### config.mk
export PLATFORM = sky130hd
export DESIGN_NAME = arm_multicycle_ctrl
export DESIGN_NICKNAME = d
export VERILOG_FILES = /design/src/rtl/arm_ctrl_pkg.sv /design/src/rtl/arm_multicycle_ctrl_cond.sv /design/src/rtl/arm_multicycle_ctrl.sv
export SDC_FILE = /design/constraint.sdc
export NUM_CORES = 1
export LEC_CHECK = 0
export CAP_MARGIN = 20
export CORE_MARGIN = 2
export CORE_UTILIZATION = 36
export CTS_CLUSTER_SIZE = 24
export DETAILED_ROUTE_END_ITERATION = 8
export GPL_TIMING_DRIVEN = 0
export HOLD_SLACK_MARGIN = 0.15
export PLACE_DENSITY_LB_ADDON = 0.12
export SKIP_LAST_GASP = 1
export SYNTH_ARGS = -nofsm -noshare
export SYNTH_HDL_FRONTEND = slang
export SYNTH_SLANG_ARGS = --single-unit
### constraint.sdc
create_clock -name clk -period 1.8 [get_ports clk]
set_input_delay 0.36 -clock clk [delete_from_list [all_inputs] [get_ports clk]]
set_output_delay 0.36 -clock clk [all_outputs]
set_load 0.02 [all_outputs]
### src/rtl/arm_ctrl_pkg.sv
// Shared encodings for the multicycle ARM controller: FSM states, mux selects,
// ALU operations and condition codes, plus the ARM condition evaluator.
package arm_ctrl_pkg;

    localparam int STATE_W = 4;

    typedef enum logic [STATE_W-1:0] {
        FETCH  = 4'd0,
        DECODE = 4'd1,
        MEMADR = 4'd2,
        MEMRD  = 4'd3,
        MEMWB  = 4'd4,
        MEMWR  = 4'd5,
        EXECR  = 4'd6,
        EXECI  = 4'd7,
        ALUWB  = 4'd8,
        BRANCH = 4'd9
    } state_t;

    localparam logic [1:0] OP_DP  = 2'b00;
    localparam logic [1:0] OP_MEM = 2'b01;
    localparam logic [1:0] OP_BR  = 2'b10;

    localparam logic [1:0] ALU_ADD = 2'b00;
    localparam logic [1:0] ALU_SUB = 2'b01;
    localparam logic [1:0] ALU_AND = 2'b10;
    localparam logic [1:0] ALU_ORR = 2'b11;

    localparam logic [1:0] RES_ALUOUT = 2'b00;
    localparam logic [1:0] RES_DATA   = 2'b01;
    localparam logic [1:0] RES_ALURES = 2'b10;

    localparam logic [1:0] SRCB_RD2  = 2'b00;
    localparam logic [1:0] SRCB_IMM  = 2'b01;
    localparam logic [1:0] SRCB_FOUR = 2'b10;

    localparam logic [3:0] COND_EQ = 4'b0000;
    localparam logic [3:0] COND_NE = 4'b0001;
    localparam logic [3:0] COND_CS = 4'b0010;
    localparam logic [3:0] COND_CC = 4'b0011;
    localparam logic [3:0] COND_MI = 4'b0100;
    localparam logic [3:0] COND_PL = 4'b0101;
    localparam logic [3:0] COND_VS = 4'b0110;
    localparam logic [3:0] COND_VC = 4'b0111;
    localparam logic [3:0] COND_HI = 4'b1000;
    localparam logic [3:0] COND_LS = 4'b1001;
    localparam logic [3:0] COND_GE = 4'b1010;
    localparam logic [3:0] COND_LT = 4'b1011;
    localparam logic [3:0] COND_GT = 4'b1100;
    localparam logic [3:0] COND_LE = 4'b1101;
    localparam logic [3:0] COND_AL = 4'b1110;

    // Flags are ordered {N,Z,C,V}; code 1111 never executes.
    function automatic logic cond_eval(input logic [3:0] cond, input logic [3:0] flags);
        logic n, z, c, v;
        {n, z, c, v} = flags;
        case (cond)
            COND_EQ: cond_eval = z;
            COND_NE: cond_eval = !z;
            COND_CS: cond_eval = c;
            COND_CC: cond_eval = !c;
            COND_MI: cond_eval = n;
            COND_PL: cond_eval = !n;
            COND_VS: cond_eval = v;
            COND_VC: cond_eval = !v;
            COND_HI: cond_eval = c && !z;
            COND_LS: cond_eval = !c || z;
            COND_GE: cond_eval = (n == v);
            COND_LT: cond_eval = (n != v);
            COND_GT: cond_eval = !z && (n == v);
            COND_LE: cond_eval = z || (n != v);
            COND_AL: cond_eval = 1'b1;
            default: cond_eval = 1'b0;
        endcase
    endfunction

endpackage

### src/rtl/arm_multicycle_ctrl_cond.sv
// NZCV flag register and condition-pass latch for the multicycle controller.
module arm_cond_unit
    import arm_ctrl_pkg::*;
(
    input  logic       clk,
    input  logic       reset,
    input  logic [3:0] cond_i,
    input  logic [3:0] alu_flags_i,
    input  logic [1:0] flag_w_i,
    input  logic       latch_en_i,
    output logic       cond_ex_o,
    output logic       cond_ex_q_o,
    output logic [3:0] flags_o
);

    logic [3:0] flags_q, flags_d;
    logic       cond_ex_q, cond_ex_d;

    // flag_w_i[1] updates N,Z; flag_w_i[0] updates C,V so logical ops keep carry/overflow.
    always_comb begin
        cond_ex_o = cond_eval(cond_i, flags_q);
        flags_d   = flags_q;
        cond_ex_d = cond_ex_q;
        if (flag_w_i[1]) flags_d[3:2] = alu_flags_i[3:2];
        if (flag_w_i[0]) flags_d[1:0] = alu_flags_i[1:0];
        if (latch_en_i)  cond_ex_d = cond_ex_o;
    end

    always_ff @(posedge clk or posedge reset) begin
        if (reset) begin
            flags_q   <= 4'b0000;
            cond_ex_q <= 1'b0;
        end else begin
            flags_q   <= flags_d;
            cond_ex_q <= cond_ex_d;
        end
    end

    assign cond_ex_q_o = cond_ex_q;
    assign flags_o     = flags_q;

endmodule

### src/rtl/arm_multicycle_ctrl.sv
// Multicycle ARM main controller: FSM, datapath control decode and condition gating.
module arm_multicycle_ctrl
    import arm_ctrl_pkg::*;
#(
    parameter int STATE_W = 4
) (
    input  logic               clk,
    input  logic               reset,
    input  logic [31:0]        instr,
    input  logic [3:0]         alu_flags,
    output logic               pc_write,
    output logic               adr_src,
    output logic               mem_write,
    output logic               ir_write,
    output logic               reg_write,
    output logic [1:0]         result_src,
    output logic               alu_src_a,
    output logic [1:0]         alu_src_b,
    output logic [1:0]         alu_control,
    output logic [1:0]         imm_src,
    output logic [1:0]         reg_src,
    output logic               illegal,
    output logic [STATE_W-1:0] state_o
);

    state_t     state_q, state_d;
    logic [1:0] op;
    logic [5:0] funct;
    logic       rd_is_pc;
    logic       cmd_ok;
    logic [1:0] dp_alu;
    logic [1:0] flag_w;
    logic       cond_ex, cond_ex_q;
    logic [3:0] flags_unused;

    assign op       = instr[27:26];
    assign funct    = instr[25:20];
    assign rd_is_pc = (instr[15:12] == 4'hF);
    assign imm_src  = op;
    assign reg_src  = {op == OP_MEM, op == OP_BR};
    assign state_o  = STATE_W'(state_q);

    always_comb begin
        cmd_ok = 1'b1;
        case (funct[4:1])
            4'b0100: dp_alu = ALU_ADD;
            4'b0010: dp_alu = ALU_SUB;
            4'b0000: dp_alu = ALU_AND;
            4'b1100: dp_alu = ALU_ORR;
            default: begin
                dp_alu = ALU_ADD;
                cmd_ok = 1'b0;
            end
        endcase
    end

    arm_cond_unit u_cond (
        .clk         (clk),
        .reset       (reset),
        .cond_i      (instr[31:28]),
        .alu_flags_i (alu_flags),
        .flag_w_i    (flag_w),
        .latch_en_i  (state_q == DECODE),
        .cond_ex_o   (cond_ex),
        .cond_ex_q_o (cond_ex_q),
        .flags_o     (flags_unused)
    );

    always_ff @(posedge clk or posedge reset) begin
        if (reset) state_q <= FETCH;
        else       state_q <= state_d;
    end

    // Architectural writes are gated by the condition latched in DECODE; the
    // fetch-side PC/IR loads are not, and reset suppresses every write.
    always_comb begin
        state_d     = FETCH;
        pc_write    = 1'b0;
        adr_src     = 1'b0;
        mem_write   = 1'b0;
        ir_write    = 1'b0;
        reg_write   = 1'b0;
        result_src  = RES_ALUOUT;
        alu_src_a   = 1'b0;
        alu_src_b   = SRCB_RD2;
        alu_control = ALU_ADD;
        illegal     = 1'b0;
        flag_w      = 2'b00;
        case (state_q)
            FETCH: begin
                ir_write   = 1'b1;
                pc_write   = 1'b1;
                alu_src_a  = 1'b1;
                alu_src_b  = SRCB_FOUR;
                result_src = RES_ALURES;
                state_d    = DECODE;
            end
            DECODE: begin
                alu_src_a  = 1'b1;
                alu_src_b  = SRCB_FOUR;
                result_src = RES_ALURES;
                case (op)
                    OP_DP: begin
                        if (!cmd_ok) illegal = 1'b1;
                        else         state_d = funct[5] ? EXECI : EXECR;
                    end
                    OP_MEM:  state_d = MEMADR;
                    OP_BR:   state_d = BRANCH;
                    default: illegal = 1'b1;
                endcase
            end
            MEMADR: begin
                alu_src_b = SRCB_IMM;
                state_d   = funct[0] ? MEMRD : MEMWR;
            end
            MEMRD: begin
                adr_src = 1'b1;
                state_d = MEMWB;
            end
            MEMWB: begin
                result_src = RES_DATA;
                reg_write  = cond_ex_q;
                pc_write   = cond_ex_q && rd_is_pc;
            end
            MEMWR: begin
                adr_src   = 1'b1;
                mem_write = cond_ex_q;
            end
            EXECR, EXECI: begin
                alu_src_b   = (state_q == EXECI) ? SRCB_IMM : SRCB_RD2;
                alu_control = dp_alu;
                if (funct[0] && cond_ex_q)
                    flag_w = (dp_alu == ALU_ADD || dp_alu == ALU_SUB) ? 2'b11 : 2'b10;
                state_d = ALUWB;
            end
            ALUWB: begin
                result_src = RES_ALUOUT;
                reg_write  = cond_ex_q;
                pc_write   = cond_ex_q && rd_is_pc;
            end
            BRANCH: begin
                alu_src_b  = SRCB_IMM;
                result_src = RES_ALURES;
                pc_write   = cond_ex_q;
            end
            default: state_d = FETCH;
        endcase
        if (reset) begin
            pc_write  = 1'b0;
            ir_write  = 1'b0;
            reg_write = 1'b0;
            mem_write = 1'b0;
            flag_w    = 2'b00;
        end
    end

endmodule

==> qor.csv, run 1 <==
metric,value,unit
status,finished with violations,
failing checks,setup timing,
VDD IR-drop max,0.892,mV
number of global-route vias before repair,960,
Async SR Flop Fraction,100,%
area grow syn2layout,74.6,%
share of layout cells above drive strength 1,40.2,%
final HPWL from detailed placement,1820,microns
Worst-Skew Late Latency,0.26,ns
core footprint,2450,sq um
Switching Share,45.0,%
Gate Count Post-Synth,112,
gp weighted congestion,0.768,
I/O pin total,59,
Via Count,1065,
Initial Util,37.7,%
Max Fanout on Critical Path,6,
Rows,18,
count of final max-slew check failures,0,
critical path type,reg2out,
WP data required,1.44,ns
"Cell Area, Synth",925,sq um
Netlist cell types,41,
drt first pass iters,4,
pwr dens,1130,nW/um^2
1st-iter DRT viols,15,
most common cell in the netlist,nand2_1,
crit path launch type,flop,
Seq. cell area,226,sq um
routed wire length,2800,microns
synth cell count leaders,"10 x nand2_1, 9 x dfrtp_1, 9 x nor2_1",
worst min path class,in2async,
Final nets,217,
yosys warns,0,
final instance area,1610,sq um
Mapped Nets,154,
CP arrival,1.55,ns
Clock Power Share,8.7,%
"area leader, netlist",dfrtp_1,
DRC violations left,0,
relative slew slack,78.5,%
"FF+latch count, synth",9,
"Period Utilization, post-route",106,%
post-layout util,65.7,%
Power Internal,1000,uW
endpoints failing setup,4,
first-pass GRT wire length,4200,microns
CTS H-Tree Depth,1,
Logic pwr share,73.4,%
sequential fraction of the synthesis area,24.4,%
# fillers,217,
"Hold Vio Cnt, Final",0,
hold_buf cts,0,
Max Fclk,524,MHz
sequential share of power,17.9,%
NetSw,820,uW
die width,54.7,microns
die footprint,2990,sq um
area of the multi-input gates,717,sq um
"antenna viol nets, final",0,
Syn Area/Cell,8.26,sq um
CP Capture Type,output pin,
Vias/cell,5.22,
wire per inst,13.7,microns
IO Port Bufs,40,
Num CTS Buffers,3,
largest net degree at the start of global routing,11,
ys flop type,dfrtp_1,
Clock transition at path regs,0.07,ns
GRT Residual Overflow,0,
final clock skew,0.0118,ns
CTS Sinks,9,
Leak,0.000745,uW
top cell type's share of synthesized area,24.4,%
n_diodes,0,
fin crit period,1.91,ns
Clock Tree Root,clkbuf_4,
max cap viols,0,
initial antenna violation count,0,
final setup margin,-0.109,ns
Die Ht,54.7,microns
Slew @ Worst Pin,0.322,ns
DP Area,1370,sq um
clock buffer depth,2,
RSZ-0062 raised after global routing,true,
Tot GR Track Use,19.5,%
largest cells by area after synthesis,"dfrtp_1 24%, ha_1 5.4%, mux2_1 4.9%",
CTS tree,built,
"EDFF count, synth",0,
## final timing paths
check	start	to	slack (ns)	cells past startpoint
max reg2reg	state_o[3]$_DFF_PP0_	u_cond.flags_o[0]$_DFFE_PP0P_	0.04	6
min in group clk	instr[28]	u_cond.cond_ex_q_o$_DFFE_PP0P_	0.49	3
min reg2reg	u_cond.flags_o[2]$_DFFE_PP0P_	u_cond.flags_o[2]$_DFFE_PP0P_	0.57	1
max in group asynchronous	reset	state_o[2]$_DFF_PP0_	1.26	3
max	state_o[3]$_DFF_PP0_	pc_write	-0.11	7
min	reset	u_cond.cond_ex_q_o$_DFFE_PP0P_	0.37	3
## power by group through the flow
stage / clock (uW) / combinational [uW] / sequential (uW)
after CTS: 165 / 1180 / 322
after global placement: 0 / 1070 / 319
after detailed placement: 0 / 1080 / 322
after floorplan: 0 / 646 / 349
after global routing: 179 / 1440 / 336
final: 158 / 1340 / 326
## layer usage
layer  track usage, %  wire length, microns  up-vias
li1                 -                     -      523
met1             24.7                  1180      498
met2             33.9                  1380       40
met3             2.73                   211        4
met4             5.42                    24        0
met5                0                     0        -
## cell usage in the layout (no fill, tap or decap), types with 2 or more instances in the layout
cell type	synthesis	final
a211oi_1	3	3
a21oi_1	3	2
a31oi_1	3	3
and2_1	3	3
buf_2	6	6
buf_4	2	22
buf_6	0	8
clkbuf_2	1	3
clkbuf_4	0	3
clkdlybuf4s50_1	0	18
dfrtp_1	9	8
dlygate4sd2_1	0	9
ha_1	4	4
inv_1	7	3
inv_2	0	3
mux2_1	4	2
mux2_2	2	2
mux2_4	0	2
mux2i_1	3	3
nand2_1	10	10
nand2b_4	2	3
nor2_1	9	8
nor3_1	7	4
nor3_2	0	2
nor3_4	2	3
o21ai_0	3	2
o21ai_1	2	3
xnor2_1	3	2
xor2_1	2	2
## layout make-up
cell class / instances / area share [%]
buffer: 10 / 4.65
clock buffer: 3 / 1.40
clock inverter: 1 / 0.310
inverter: 7 / 1.86
multi-input combinational: 86 / 44.4
sequential: 9 / 14.0
tap: 30 / 2.33
timing repair buffer: 58 / 31.0
## cell families after synthesis
family          count (synthesis)  share of synthesized area [%]
simple gates                   43                           27.9
compound gates                 25                           18.4
buf+inv                        17                           8.66
mux                             9                           10.6
flops                           9                           24.4
xor+xnor                        5                           4.74
fa+ha+maj                       4                           5.41
## registers in the layout (all words and copies together), names as in the netlist
signal	count
state_o	4
u_cond.flags_o	4
u_cond.cond_ex_q_o	1
## critical path: stages, from the launching register on
cell and delay (ns):
dfrtp_1 0.40, buf_6 0.15, buf_6 0.10, nor2_4 0.03
a41oi_2 0.17, o22ai_2 0.10, and3_1 0.20, buf_6 0.13
## per-stage QoR
stage | TNS [ns] | total power (uW) | setup WS [ns] | hold WS [ns] | cells
after floorplan | 0 | 995 | 0.0228 | 0.193 | 112
after global placement | -4.89 | 1390 | -0.691 | 0.526 | 182
after detailed placement | -5.05 | 1400 | -0.707 | 0.536 | 182
after CTS | -0.436 | 1670 | -0.204 | 0.344 | 198
after global routing | -0.740 | 1960 | -0.168 | 0.379 | 204
final | -0.281 | 1820 | -0.109 | 0.368 | 204
## what timing repair did
item	in CTS	in global routing
setup endpoints to repair	17	13
cloned	1	0
pin swaps	8	7
setup buffers	11	6
gates resized for setup	82	26
endpoints found under the hold margin	0	0
(Power assumes the default switching activity.)
==> run 2: changes to the inputs <==
--- a/config.mk
+++ b/config.mk
@@ -10,6 +10,7 @@
 export CORE_UTILIZATION = 36
 export CTS_CLUSTER_SIZE = 24
 export DETAILED_ROUTE_END_ITERATION = 8
+export GPL_ROUTABILITY_DRIVEN = 0
 export GPL_TIMING_DRIVEN = 0
 export HOLD_SLACK_MARGIN = 0.15
 export PLACE_DENSITY_LB_ADDON = 0.12
==> results of run 2 <==
The final DEF is identical to that of run 1; final timing and power are the same.
